--- src/rtl/sdcard_shifter.sv ---
// SPI-master byte shifter shared by the AVR and Z80 SD ports; owner follows the AVR lock bit.
// Optional SDSHIFT_SYNC_EN: 2-flop sddi synchronizer with late sample point (HALF_PER >= 3).
//
// state | meaning
// IDLE  | waiting for the owner's start strobe; lock_ack tracks avr_lock
// SHIFT | clocking one byte out on sddo and in from sddi; lock_ack frozen
module sdcard_shifter #(
  parameter int HALF_PER = 2
) (
  input  logic       fclk,
  input  logic       rst_n,
  input  logic       avr_lock,
  input  logic       avr_cs_n,
  input  logic       avr_start,
  input  logic [7:0] avr_datain,
  input  logic       z80_cs_n,
  input  logic       z80_start,
  input  logic [7:0] z80_datain,
  output logic       lock_ack,
  output logic       busy,
  output logic [7:0] dataout,
  output logic       sdclk,
  output logic       sddo,
  input  logic       sddi,
  output logic       sdcs_n
);

  typedef enum logic {IDLE, SHIFT} state_e;

  localparam logic [3:0] HALF_TC = 4'(HALF_PER - 1);

  state_e     state_q, state_d;
  logic       lock_ack_q, lock_ack_d;
  logic       busy_q, busy_d;
  logic       sdclk_q, sdclk_d;
  logic       sddo_q, sddo_d;
  logic [7:0] dataout_q, dataout_d;
  logic [7:0] shift_q, shift_d;
  logic [7:0] in_q, in_d;
  logic [3:0] half_q, half_d;
  logic [2:0] bit_q, bit_d;

  logic       half_tc;
  logic       sample_now;
  logic       sddi_smp;
  logic       start_acc;
  logic [7:0] tx_byte;

  assign half_tc = (half_q == HALF_TC);

`ifdef SDSHIFT_SYNC_EN
  logic [1:0] sync_q, sync_d;

  always_comb begin
    sync_d = {sync_q[0], sddi};
  end

  always_ff @(posedge fclk or negedge rst_n) begin
    if (!rst_n) sync_q <= 2'b00;
    else        sync_q <= sync_d;
  end

  // Sample on the last fclk of the SCK high phase so the synchronizer has settled.
  assign sddi_smp   = sync_q[1];
  assign sample_now = (state_q == SHIFT) && sdclk_q && half_tc;
`else
  assign sddi_smp   = sddi;
  assign sample_now = (state_q == SHIFT) && !sdclk_q && half_tc;
`endif

  assign start_acc = lock_ack_q ? avr_start  : z80_start;
  assign tx_byte   = lock_ack_q ? avr_datain : z80_datain;

  always_comb begin
    state_d    = state_q;
    lock_ack_d = lock_ack_q;
    busy_d     = busy_q;
    sdclk_d    = sdclk_q;
    sddo_d     = sddo_q;
    dataout_d  = dataout_q;
    shift_d    = shift_q;
    in_d       = in_q;
    half_d     = half_q;
    bit_d      = bit_q;

    if (sample_now) in_d = {in_q[6:0], sddi_smp};

    case (state_q)
      IDLE: begin
        lock_ack_d = avr_lock;
        if (start_acc) begin
          shift_d = tx_byte;
          sddo_d  = tx_byte[7];
          busy_d  = 1'b1;
          sdclk_d = 1'b0;
          half_d  = 4'd0;
          bit_d   = 3'd0;
          state_d = SHIFT;
        end
      end
      SHIFT: begin
        if (half_tc) begin
          half_d  = 4'd0;
          sdclk_d = ~sdclk_q;
          if (sdclk_q) begin
            if (bit_q == 3'd7) begin
              state_d   = IDLE;
              busy_d    = 1'b0;
              dataout_d = in_d;
              sddo_d    = 1'b1;
              bit_d     = 3'd0;
            end else begin
              shift_d = {shift_q[6:0], 1'b0};
              sddo_d  = shift_q[6];
              bit_d   = bit_q + 3'd1;
            end
          end
        end else begin
          half_d = half_q + 4'd1;
        end
      end
      default: state_d = IDLE;
    endcase
  end

  always_ff @(posedge fclk or negedge rst_n) begin
    if (!rst_n) begin
      state_q    <= IDLE;
      lock_ack_q <= 1'b0;
      busy_q     <= 1'b0;
      sdclk_q    <= 1'b0;
      sddo_q     <= 1'b1;
      dataout_q  <= 8'hFF;
      shift_q    <= 8'h00;
      in_q       <= 8'h00;
      half_q     <= 4'd0;
      bit_q      <= 3'd0;
    end else begin
      state_q    <= state_d;
      lock_ack_q <= lock_ack_d;
      busy_q     <= busy_d;
      sdclk_q    <= sdclk_d;
      sddo_q     <= sddo_d;
      dataout_q  <= dataout_d;
      shift_q    <= shift_d;
      in_q       <= in_d;
      half_q     <= half_d;
      bit_q      <= bit_d;
    end
  end

  assign lock_ack = lock_ack_q;
  assign busy     = busy_q;
  assign dataout  = dataout_q;
  assign sdclk    = sdclk_q;
  assign sddo     = sddo_q;
  assign sdcs_n   = lock_ack_q ? avr_cs_n : z80_cs_n;

endmodule

--- config.mk ---
export PLATFORM = sky130hd
export DESIGN_NAME = sdcard_shifter
export DESIGN_NICKNAME = d
export VERILOG_FILES = /design/src/rtl/sdcard_shifter.sv
export SDC_FILE = /design/constraint.sdc
export NUM_CORES = 1
export LEC_CHECK = 0
export ABC_CLOCK_PERIOD_IN_PS = 5900
export CAP_MARGIN = 5
export CORE_ASPECT_RATIO = 0.6
export CORE_MARGIN = 5
export CORE_UTILIZATION = 40
export DETAILED_ROUTE_END_ITERATION = 12
export PLACE_DENSITY_LB_ADDON = 0.08
export SLEW_MARGIN = 20
export SYNTH_ARGS = -nofsm -noshare
export SYNTH_HDL_FRONTEND = slang
export SYNTH_SLANG_ARGS = --single-unit
--- constraint.sdc ---
create_clock -name fclk -period 5.9 [get_ports fclk]
set_input_delay 1.18 -clock fclk [delete_from_list [all_inputs] [get_ports fclk]]
set_output_delay 1.18 -clock fclk [all_outputs]
set_load 0.03 [all_outputs]
After elaboration in Yosys (flattened, before gate mapping)
Index checks and enable logic that the tools add are counted. Widths: inputs -> output; s select.

Add/subtract/negate cells: 2. Equal/unequal tests: 7. Multiplexer cells: 35. Bitwise operators: 2. Reductions and logical operators: 8.

Operators by type and width (count): $mux 7 (4); $mux 1 (16); $mux 8 (2); $pmux 7 s2 (1); $mux 3 (4); $reduce_and 4->1 (3); $mux 4 (2); $pmux 1 s2 (4); $pmux 4 s2 (1); $ne 2x1->1 const B (3); $pmux 3 s2 (1); $add 4x1->4 const B (1); $eq 4x1->1 const B (1); $ne 2x2->1 const B (2); $add 3x1->3 const B (1); $eq 3x3->1 const B (1); $reduce_and 3->1 (1); $logic_and 1x1->1 (2); $not 1->1 (2); $reduce_and 2->1 (1); $logic_not 1->1 (1).

Bits in registers: 35. Bits of input ports: 24. Output and inout port bits: 13. Word-level logic and storage cells: 64.

Logic depth before layout (Yosys ltp)
Depth after elaboration: 5. Mapped depth: 7. Mapped depth without buffers: 5.

Least setup slack after synthesis
Ideal clock, no wire load.

Path type: input to output. Start point: input port avr_cs_n. End point: output port sdcs_n. Arrival time: 1.512 ns. Data required time: 4.720 ns. Setup slack: 3.208 ns. Stages: 1. Path buffers: 0. Path through: mux2_2.

Longest elaborated chain between the ends: 1.

Ends and longest elaborated chain: start, declared (line 13) `input logic avr_cs_n,`; $mux 1 (line 157) `assign sdcs_n = lock_ack_q ? avr_cs_n : z80_cs_n;`; end, declared (line 25) `output logic sdcs_n`.

Every way passes these cells.

Worst setup path in the final report
Start point: input port z80_cs_n. End point: output port sdcs_n.

Longest elaborated chain between the ends: 1.

Ends and longest elaborated chain: start, declared (line 16) `input logic z80_cs_n,`; $mux 1 (line 157).

Every way passes these cells.

==> impl_metrics.csv <==
group,metric,value,unit
run_status,outcome,"completed",
synth,synth_top_area_frac,0.375,
routing,vias,1212,
layout,syn_to_final_growth,28.9,%
placed_design,port_buffers,36,
sta,max_freq,0.277,GHz
setup_path,start_kind,"input pin",
routing,route.detailed.drc,0,
pwr,leakage,0.957,nW
floorplan,die_h,61,um
global_routing,grtUsageTotal,0.133,
clock_network,path_clk_slew,0.07,ns
synth,syn_area,0.00173,mm^2
synth,yosys_warnings,0,
placed_design,gp_congestion,0.714,
synth,synth_area_leaders,"dfrtp_1 (38%), dfstp_2 (14%), mux2i_1 (13%)",
sta,slew_viol_final,0,
setup_path,r2r_slack,3.52,ns
synth,synth_area_leader_cell,"dfrtp_1",
pwr,vdd_drop_max,0.191,mV
clock_network,cts_resized,0,
clock_network,cts.sinks,35,
routing,viasPerCell,4.73,
placed_design,pre_cts_ws,2.30,ns
layout,fin_util,0.539,
pwr,fin_total_pwr,0.966,mW
synth,synth_edf_count,0,
pwr,power_density,432,mW/mm^2
sta,hold_slack,0.464,ns
global_routing,grt_max_degree,36,
clock_network,cts_buffers,5,
synth,syn_nets,187,
sta,relSlewSlack,0.367,
setup_path,critPathMaxFanout,1,
layout,diodes,0,
clock_network,cts-htree-levels,2,
floorplan,die_w,95.0,um
placed_design,place_hpwl,2390,um
floorplan,die_area,0.00580,mm^2
routing,wl_per_cell,13.0,um
global_routing,grt_pass1_wl,5770,um
synth,yosys_register_bits,35,
sta,fin_crit_sh,0.611,
global_routing,overflow,0,
synth,async_flop_share,1.00,
sta,tns,0,ns
synth,synthFlopType,"dfrtp_1",
clock_network,cts_max_path_buffers,2,
sta,period_minus_slack,3.60,ns
setup_path,worst_setup_path_end_kind,"output pin",
synth,syn_inst,158,
floorplan,num_io_pins,37,
sta,tightest_slew,0.949,ns
setup_path,cp_data_arrival_time,2.42,ns
global_routing,grt_pass1_vias,1203,
routing,ant_nets,0,
synth,avgSynthCellArea,11.0,um^2
sta,setup_violations,0,
layout,fin_nets,224,
worst_hold_path,hp-class,"reg -> reg",
floorplan,core,0.00414,mm^2
floorplan,initial_core_util,0.418,
clock_network,cts_tree,"built",
clock_network,postCtsSetupBuffers,0,
clock_network,cts_hold_buf,0,
global_routing,antenna_found_initial,0,
clock_network,clock_latency,0.28,ns
sta,finalHoldViolCount,0,
sta,rsz0062_at_grt,"no",
floorplan,rows,18,
layout,num-fill-cells,394,
setup_path,cp.required,4.72,ns
run,cap_violations,0,
setup_path,crit_type,"in -> out",
routing,firstDrtPassIters,4,
synth,seq_area_frac_synth,0.512,
layout,drive_above_1_share,0.158,
sta,skew,0.00752,ns
routing,drtIter0Drc,42,
clock_network,cts_root_buf,"clkbuf_8",
routing,routed_wl,3320,um
synth,synth.distinct_cells,22,
sta,setup_ws,2.30,ns
==> cells in the mapped netlist, drive strengths merged (3+ instances only) <==
cell / n
inv: 23
clkbuf: 6
nand3: 3
ha: 5
nand2b: 3
nor2: 4
nand2: 10
o21ai: 23
mux2: 11
o22ai: 3
dfstp: 9
mux2i: 23
dfrtp: 26
==> cell usage in the layout (no fill, tap or decap) <==
cell type / count
clkdlybuf4s50_1: 36
dfrtp_1: 26
inv_1: 23
o21ai_0: 23
mux2i_1: 23
mux2_2: 11
nand2_1: 10
dfstp_2: 9
clkbuf_8: 6
ha_1: 5
nor2_1: 4
nand2b_1: 3
o22ai_1: 3
nand3_1: 3
or3b_1: 1
or2_2: 1
a21boi_0: 1
o32ai_4: 1
nor3_4: 1
a2bb2oi_1: 1
a41oi_1: 1
a31oi_1: 1
clkbuf_1: 1
clkinv_2: 1
buf_4: 1
==> logic make-up (layout without fill, tap and decap cells) <==
family	after synthesis	count (layout)	synth area share
buf+inv	30	68	0.0693
simple gates	23	23	0.0678
fa+ha+maj	5	5	0.0361
flops	35	35	0.512
mux	34	34	0.204
compound gates	31	31	0.111
==> flip-flops by register name, summed over array words and instances (netlist names) <==
register	cells
dataout	8
in_q	8
shift_q	7
half_q	4
bit_q	3
busy	1
lock_ack	1
sdclk	1
sddo	1
state_q	1
==> routing by layer <==
layer,GRT usage,share of wire,vias up
met2,0.191,0.45,19
met4,0.0493,0.010,0
li1,-,-,612
met1,0.186,0.50,576
met3,0.0458,0.043,5
met5,0,0,-
==> worst paths after layout <==
| kind | from | end | cells past startpoint |
|---|---|---|---|
| setup / recovery | z80_cs_n | sdcs_n | 3 |
| hold / removal | dataout[5] | dataout[5] | 2 |
| setup reg to reg | state_q | bit_q[0] | 3 |
| hold reg to reg | dataout[5] | dataout[5] | 2 |
| max in group asynchronous | rst_n | sddo | 2 |
| min in group asynchronous | rst_n | shift_q[0] | 2 |
==> final cells by class <==
| class | count | area, um^2 | area share |
|---|---|---|---|
| timing repair buffer | 37 | 368 | 0.165 |
| clock inverter | 1 | 5.00 | 0.00224 |
| inverter | 23 | 86.3 | 0.0386 |
| tap | 60 | 75.1 | 0.0336 |
| multi-input combinational | 93 | 727 | 0.325 |
| clock buffer | 7 | 86.3 | 0.0386 |
| sequential | 35 | 887 | 0.397 |
==> power breakdown <==
part           total, mW  switching, mW  internal (mW)
Clock              0.176         0.0822         0.0941
Sequential         0.411         0.0756          0.335
Combinational      0.379          0.196          0.183
Total              0.966          0.354          0.612
==> metrics by stage <==
step | instances | instance area (um^2)
finish | 256 | 2230
global route | 256 | 2230
CTS | 256 | 2230
detailed placement | 248 | 2140
global placement | 248 | 2140
floorplan | 158 | 1730
==> critical path: stages <==
cell and delay, ns:
clkdlybuf4s50_1 0.45, mux2_2 0.13, clkdlybuf4s50_1 0.66
No activity file was read; power rests on OpenSTA's default activity.
